--- src/rtl/ast_tensor_stream_sv.sv ---
// Streaming matrix multiply X = A*B with saturated, row-major output drain.
// Optional ReLU clamp on emitted results when TENSOR_RELU_EN is defined.
module ast_tensor_stream_sv #(
   parameter int DATAWIDTH = 14,
   parameter int SIZE      = 4,
   parameter int ACCWIDTH  = 2*DATAWIDTH+$clog2(SIZE)
) (
   input  logic                   clk,
   input  logic                   reset_n,
   input  logic                   cfg_valid,
   input  logic [$clog2(SIZE):0]  cfg_q,
   input  logic [$clog2(SIZE):0]  cfg_r,
   input  logic [$clog2(SIZE):0]  cfg_k,
   input  logic                   in_valid,
   output logic                   in_ready,
   input  logic                   in_set,
   input  logic [DATAWIDTH-1:0]   in_data,
   input  logic                   start,
   input  logic                   keep_b,
   input  logic                   relu,
   output logic                   out_valid,
   input  logic                   out_ready,
   output logic [DATAWIDTH-1:0]   out_data,
   output logic                   out_last,
   output logic                   busy,
   output logic                   done,
   output logic                   err
);
   localparam int unsigned CW = $clog2(SIZE) + 1;
   localparam int unsigned NW = 2 * CW;
   localparam int unsigned IW = (SIZE > 1) ? $clog2(SIZE) : 1;
   localparam int unsigned MW = (SIZE > 1) ? $clog2(SIZE*SIZE) : 1;
   localparam logic signed [ACCWIDTH-1:0] SAT_MAX = ACCWIDTH'((64'sd1 <<< (DATAWIDTH-1)) - 64'sd1);
   localparam logic signed [ACCWIDTH-1:0] SAT_MIN = ~SAT_MAX;

   typedef enum logic [1:0] {IDLE, COMPUTE, DRAIN} state_t;
   state_t state, state_n;

   logic [CW-1:0] q_r, r_r, k_r, ci, cr, oi, oj;
   logic [NW-1:0] a_cnt, b_cnt, a_need, b_need, a_ptr, b_base;
   logic          keep_r, dims_ok, start_ok, accept, mac_last, go, done_n, err_n;
   logic signed [DATAWIDTH-1:0]   a_mem [SIZE*SIZE];
   logic signed [DATAWIDTH-1:0]   b_mem [SIZE*SIZE];
   logic signed [ACCWIDTH-1:0]    acc   [SIZE][SIZE];
   logic signed [2*DATAWIDTH-1:0] prod  [SIZE];
   logic        [DATAWIDTH-1:0]   drain_val;

   function automatic logic [DATAWIDTH-1:0] sat(input logic signed [ACCWIDTH-1:0] v);
      logic signed [ACCWIDTH-1:0] s;
      s = v;
      if (v > SAT_MAX)      s = SAT_MAX;
      else if (v < SAT_MIN) s = SAT_MIN;
      return DATAWIDTH'(s);
   endfunction

   assign a_need   = NW'(q_r) * NW'(r_r);
   assign b_need   = NW'(r_r) * NW'(k_r);
   assign dims_ok  = (q_r != '0) && (r_r != '0) && (k_r != '0) &&
                     (q_r <= CW'(SIZE)) && (r_r <= CW'(SIZE)) && (k_r <= CW'(SIZE));
   // A same-cycle cfg_valid clears the counters, so start cannot succeed with it.
   assign start_ok = !cfg_valid && dims_ok && (a_cnt == a_need) && (b_cnt == b_need);
   assign in_ready = (state == IDLE) && (in_set ? (b_cnt < b_need) : (a_cnt < a_need));
   assign accept   = in_valid && in_ready && !cfg_valid;
   assign mac_last = (a_ptr == a_need - NW'(1));

   // Next-state and control pulses
   always_comb begin
      state_n = state;
      go      = 1'b0;
      done_n  = 1'b0;
      err_n   = 1'b0;
      unique case (state)
         IDLE: begin
            if (start) begin
               if (start_ok) begin
                  state_n = COMPUTE;
                  go      = 1'b1;
               end else begin
                  err_n = 1'b1;
               end
            end
         end
         COMPUTE: if (mac_last) state_n = DRAIN;
         DRAIN: begin
            if (out_valid && out_ready && out_last) begin
               state_n = IDLE;
               done_n  = 1'b1;
            end
         end
         default: state_n = IDLE;
      endcase
   end

   always_ff @(posedge clk or negedge reset_n) begin
      if (!reset_n) begin
         state <= IDLE;
         busy  <= 1'b0;
         done  <= 1'b0;
         err   <= 1'b0;
      end else begin
         state <= state_n;
         busy  <= (state_n != IDLE);
         done  <= done_n;
         err   <= err_n;
      end
   end

   // One A element against one row of B per cycle
   always_comb begin
      for (int j = 0; j < SIZE; j++) begin
         prod[j] = a_mem[MW'(a_ptr)] * b_mem[MW'(b_base + NW'(j))];
      end
   end

   always_comb begin
      drain_val = sat(acc[IW'(oi)][IW'(oj)]);
`ifdef TENSOR_RELU_EN
      if (relu && drain_val[DATAWIDTH-1]) drain_val = '0;
`endif
   end

`ifndef TENSOR_RELU_EN
   logic unused_relu;
   assign unused_relu = relu;
`endif

   always_ff @(posedge clk) begin
      if (state == IDLE && accept) begin
         if (in_set) b_mem[MW'(b_cnt)] <= in_data;
         else        a_mem[MW'(a_cnt)] <= in_data;
      end
   end

   always_ff @(posedge clk or negedge reset_n) begin
      if (!reset_n) begin
         q_r       <= '0;
         r_r       <= '0;
         k_r       <= '0;
         a_cnt     <= '0;
         b_cnt     <= '0;
         a_ptr     <= '0;
         b_base    <= '0;
         ci        <= '0;
         cr        <= '0;
         oi        <= '0;
         oj        <= '0;
         keep_r    <= 1'b0;
         out_valid <= 1'b0;
         out_last  <= 1'b0;
         out_data  <= '0;
         for (int i = 0; i < SIZE; i++)
            for (int j = 0; j < SIZE; j++)
               acc[i][j] <= '0;
      end else begin
         unique case (state)
            IDLE: begin
               if (cfg_valid) begin
                  q_r   <= cfg_q;
                  r_r   <= cfg_r;
                  k_r   <= cfg_k;
                  a_cnt <= '0;
                  if (!keep_r) b_cnt <= '0;
               end else if (accept) begin
                  if (in_set) b_cnt <= b_cnt + NW'(1);
                  else        a_cnt <= a_cnt + NW'(1);
               end
               if (go) begin
                  keep_r <= keep_b;
                  a_ptr  <= '0;
                  b_base <= '0;
                  ci     <= '0;
                  cr     <= '0;
                  oi     <= '0;
                  oj     <= '0;
                  for (int i = 0; i < SIZE; i++)
                     for (int j = 0; j < SIZE; j++)
                        acc[i][j] <= '0;
               end
            end
            COMPUTE: begin
               for (int j = 0; j < SIZE; j++) begin
                  if (CW'(j) < k_r)
                     acc[IW'(ci)][IW'(j)] <= acc[IW'(ci)][IW'(j)] + ACCWIDTH'(prod[j]);
               end
               a_ptr <= a_ptr + NW'(1);
               if (cr == r_r - CW'(1)) begin
                  cr     <= '0;
                  b_base <= '0;
                  ci     <= ci + CW'(1);
               end else begin
                  cr     <= cr + CW'(1);
                  b_base <= b_base + NW'(k_r);
               end
            end
            DRAIN: begin
               // Output register refills whenever empty or being consumed
               if (!out_valid || out_ready) begin
                  if (out_valid && out_last) begin
                     out_valid <= 1'b0;
                     out_last  <= 1'b0;
                     a_cnt     <= '0;
                     if (!keep_r) b_cnt <= '0;
                  end else begin
                     out_valid <= 1'b1;
                     out_data  <= drain_val;
                     out_last  <= (oi == q_r - CW'(1)) && (oj == k_r - CW'(1));
                     if (oj == k_r - CW'(1)) begin
                        oj <= '0;
                        oi <= oi + CW'(1);
                     end else begin
                        oj <= oj + CW'(1);
                     end
                  end
               end
            end
            default: ;
         endcase
      end
   end
endmodule

--- config.mk ---
export PLATFORM = sky130hd
export DESIGN_NAME = ast_tensor_stream_sv
export DESIGN_NICKNAME = d
export VERILOG_FILES = /design/src/rtl/ast_tensor_stream_sv.sv
export SDC_FILE = /design/constraint.sdc
export NUM_CORES = 2
export LEC_CHECK = 0
export CAP_MARGIN = 20
export CORE_MARGIN = 2
export CORE_UTILIZATION = 55
export CTS_CLUSTER_DIAMETER = 100
export CTS_CLUSTER_SIZE = 16
export DETAILED_ROUTE_END_ITERATION = 8
export GPL_ROUTABILITY_DRIVEN = 0
export PLACE_DENSITY = 0.81
export SLEW_MARGIN = 25
export SYNTH_ARGS = -nofsm -noshare
export SYNTH_HDL_FRONTEND = slang
export SYNTH_SLANG_ARGS = --single-unit
--- constraint.sdc ---
create_clock -name clk -period 12.9 [get_ports clk]
set_input_delay 3.225 -clock clk [delete_from_list [all_inputs] [get_ports clk]]
set_output_delay 3.225 -clock clk [all_outputs]
set_load 0.05 [all_outputs]
==> out/results.tsv <==
stage	metric	value	unit
clock_tree	total clock sinks	752	
final_layout	final net count	5089	
final_layout	most frequent cells in the layout	inv_1 (660), fa_1 (495), edfxtp_1 (448)	
floorplanning	Die W	315	microns
drt	DRT iter0 DRCs	3928	
drt	Vias per Instance	6.19	
drt	Pre-Repair DR Iteration Count	6	
timing	Final Hold Vio Count	0	
floorplanning	number of placement rows	114	
clock_tree	Clock Tree Buf Depth	3	
logic_synthesis	synthesized instance count	4372	
floorplanning	DIE HEIGHT	315	microns
final_layout	Post-Layout Cell Count	5640	
drt	DR vias	34901	
logic_synthesis	EDFF count, synth	448	
worst_setup_path	CP max stage cell	dfrtp_4	
clock_tree	Hold Buf Count CTS	0	
clock_tree	Setup Fix Bufs, Post-CTS	0	
global_routing	total congestion overflow	0	
job	Max-Cap Viols	0	
timing	final setup fails	0	
drt	DRC	0	
logic_synthesis	mean post-synth cell area	12.2	sq um
logic_synthesis	Yosys reg bits	752	
timing	Setup TNS Final	0	ns
clock_tree	H-tree levels	2	
logic_synthesis	Seq/Total Area, Yosys	39.5	%
global_routing	initial antenna violation count	1	
global_routing	vias in the first global route	36738	
floorplanning	IO Count	52	
placed_design	placed instance count	5559	
clock_tree	post-CTS sizing	0	
final_layout	diode count	0	
timing	Worst Skew	0.0720	ns
floorplanning	Core ar.	96400	sq um
worst_setup_path	CP Buf/Inv Count	6	
clock_tree	root buf cell	clkbuf_16	
drt	antenna viol nets, final	0	
global_routing	first-pass GRT wire length	213000	microns
final_layout	layout cells sized above 1	12.3	%
worst_setup_path	CP startpoint kind	flop	
logic_synthesis	cell accounting for the most synthesized area	edfxtp_1	
worst_setup_path	Crit path top cell by count	fa_1	
logic_synthesis	FFs w/ async S/R, synth	40.4	%
clock_tree	total CTS buffers	54	
drt	wire per inst	24.3	microns
logic_synthesis	Synth top area share	25.2	%
worst_setup_path	critical path capture point type	flop	
logic_synthesis	Top FF cell, synth	edfxtp_1	
timing	fin crit period	9.72	ns
placed_design	DP Wirelength	96500	microns
final_layout	area grow syn2layout	6.49	%
floorplanning	full die area	99400	sq um
timing	fin. max-slew vios	0	
clock_tree	CTS tree	yes	
placed_design	PortBufs	50	
logic_synthesis	mapped cell area	53300	sq um
timing	highest clock rate	0.103	GHz
logic_synthesis	post-synthesis cell type count	76	
run_status	outcome	finished, final reports clean	
final_layout	most common cell after layout, fill and taps aside	inv_1	
timing	Worst-Margin Slew	1.14	ns
floorplanning	Starting Density	55.3	%
logic_synthesis	Syn Nets	5121	
timing	Rel. slew slack	23.6	%
worst_setup_path	CP peak stage delay	0.87	ns
clock_tree	clk slew on worst S/H paths	0.08	ns
worst_setup_path	CP max FO	37	
logic_synthesis	Syn. warnings	0	
timing	RSZ-0062 raised after global routing	no	
min_path	worst hold path type	flop to flop	
logic_synthesis	top cells by area, synth	edfxtp_1 (25%), fa_1 (19%), dfrtp_1 (14%), mux4_2 (13%), ha_1 (5.2%)	
worst_setup_path	Worst Setup Path Type	flop to flop	
worst_setup_path	required time worst endpoint	13.40	ns
final_layout	FILL cells	7389	
global_routing	largest net degree at the start of global routing	163	
drt	DRT Wirelength	137000	microns
worst_setup_path	crit path DAT	10.22	ns
worst_setup_path	critical path's top delay family	adder cells	
clock_tree	clk_lat worst skew	0.69	ns
timing	fin crit share	75.3	%
global_routing	all-layer global routing usage	28.3	%
[path summary, 6_finish.rpt]
kind                            cells past startpoint      endpoint  slack (ns)    startpoint
worst min-delay path                                2  out_data[12]        0.48  out_data[12]
worst max-delay path                               25      acc[119]        3.18     b_base[0]
max in group asynchronous                           3         oi[0]        8.56       reset_n
min in group asynchronous                           1      acc[326]        2.52       reset_n
worst max register to register                     25      acc[119]        3.18     b_base[0]
worst min register to register                      2  out_data[12]        0.48  out_data[12]
[worst min-delay path, cell delays in order, from the launching register on]
cell and delay [ns]:
dfrtp_1 0.34, nand2_1 0.05, o21ai_0 0.06
[synth_stat cells, drive strengths merged, types with 7 or more instances]
master  number
inv        660
fa         495
a22o        30
o21bai       7
and2        53
buf         65
nor3        28
o211ai      14
or2          7
nor2       278
o21ai      267
edfxtp     448
mux4       308
nand3      211
o21a        17
nor4         8
xor2        40
mux2i       45
dfrtp      304
a21o        23
ha         222
mux2        24
a21oi       62
a31oi        7
nand2      404
o31ai        7
clkbuf     159
xnor2       61
nand2b      18
nor2b       22
nand4       13
[final cells by class]
class	instances	area, sq um	share of cell area, %
flip-flops and latches	752	21100	37.1
clock buffers	74	1430	2.51
multi-input cells	2733	28900	51.0
well taps	1276	1600	2.81
inverters	663	2490	4.38
repair buffers	136	1120	1.98
clock inverters	6	126	0.223
[metal layers]
metal	share of wire [%]	track usage (%)	routed length, microns	vias up
met2	49	46.1	66900	1861
met4	4.9	12.4	6780	0
li1	-	-	-	14823
met1	36	36.5	48800	17836
met5	0	0	0	-
met3	11	6.88	14600	381
[stage by stage]
stage	setup WS [ns]	hold WS (ns)	instance area [sq um]	utilization, %
6_report	3.18	0.485	56800	58.9
5_1_grt	2.45	0.526	56800	58.9
4_1_cts	3.19	0.490	56800	58.9
3_5_place_dp	3.27	0.473	55300	57.3
3_3_place_gp	3.36	0.470	55200	57.3
2_1_floorplan	4.94	0.457	53300	-
[state kept, by name, indices dropped and copies added, names as in the netlist]
register   flops
done           1
b_base         4
state          2
cr             3
q_r            3
b_cnt          6
b_mem        224
a_mem        224
a_cnt          6
ci             2
r_r            3
keep_r         1
acc          240
oi             3
k_r            3
out_last       1
a_ptr          6
busy           1
oj             3
out_data      14
err            1
out_valid      1
[logic make-up (layout without fill, tap and decap cells)]
kind of cell / count (synthesis) / in the layout / share of synthesized area, %
buffers and inverters: 887 / 879 / 6.43
adders and majority gates: 717 / 717 / 23.8
and+or+nand+nor: 1069 / 1069 / 8.88
DFF: 752 / 752 / 39.5
xor gates and xnor gates: 101 / 101 / 1.66
AOI/OAI and AO/OA: 469 / 469 / 5.31
muxes: 377 / 377 / 14.4
Power is not shown: default switching activity piles up to over one toggle a cycle in this logic, so the estimate is an artifact.
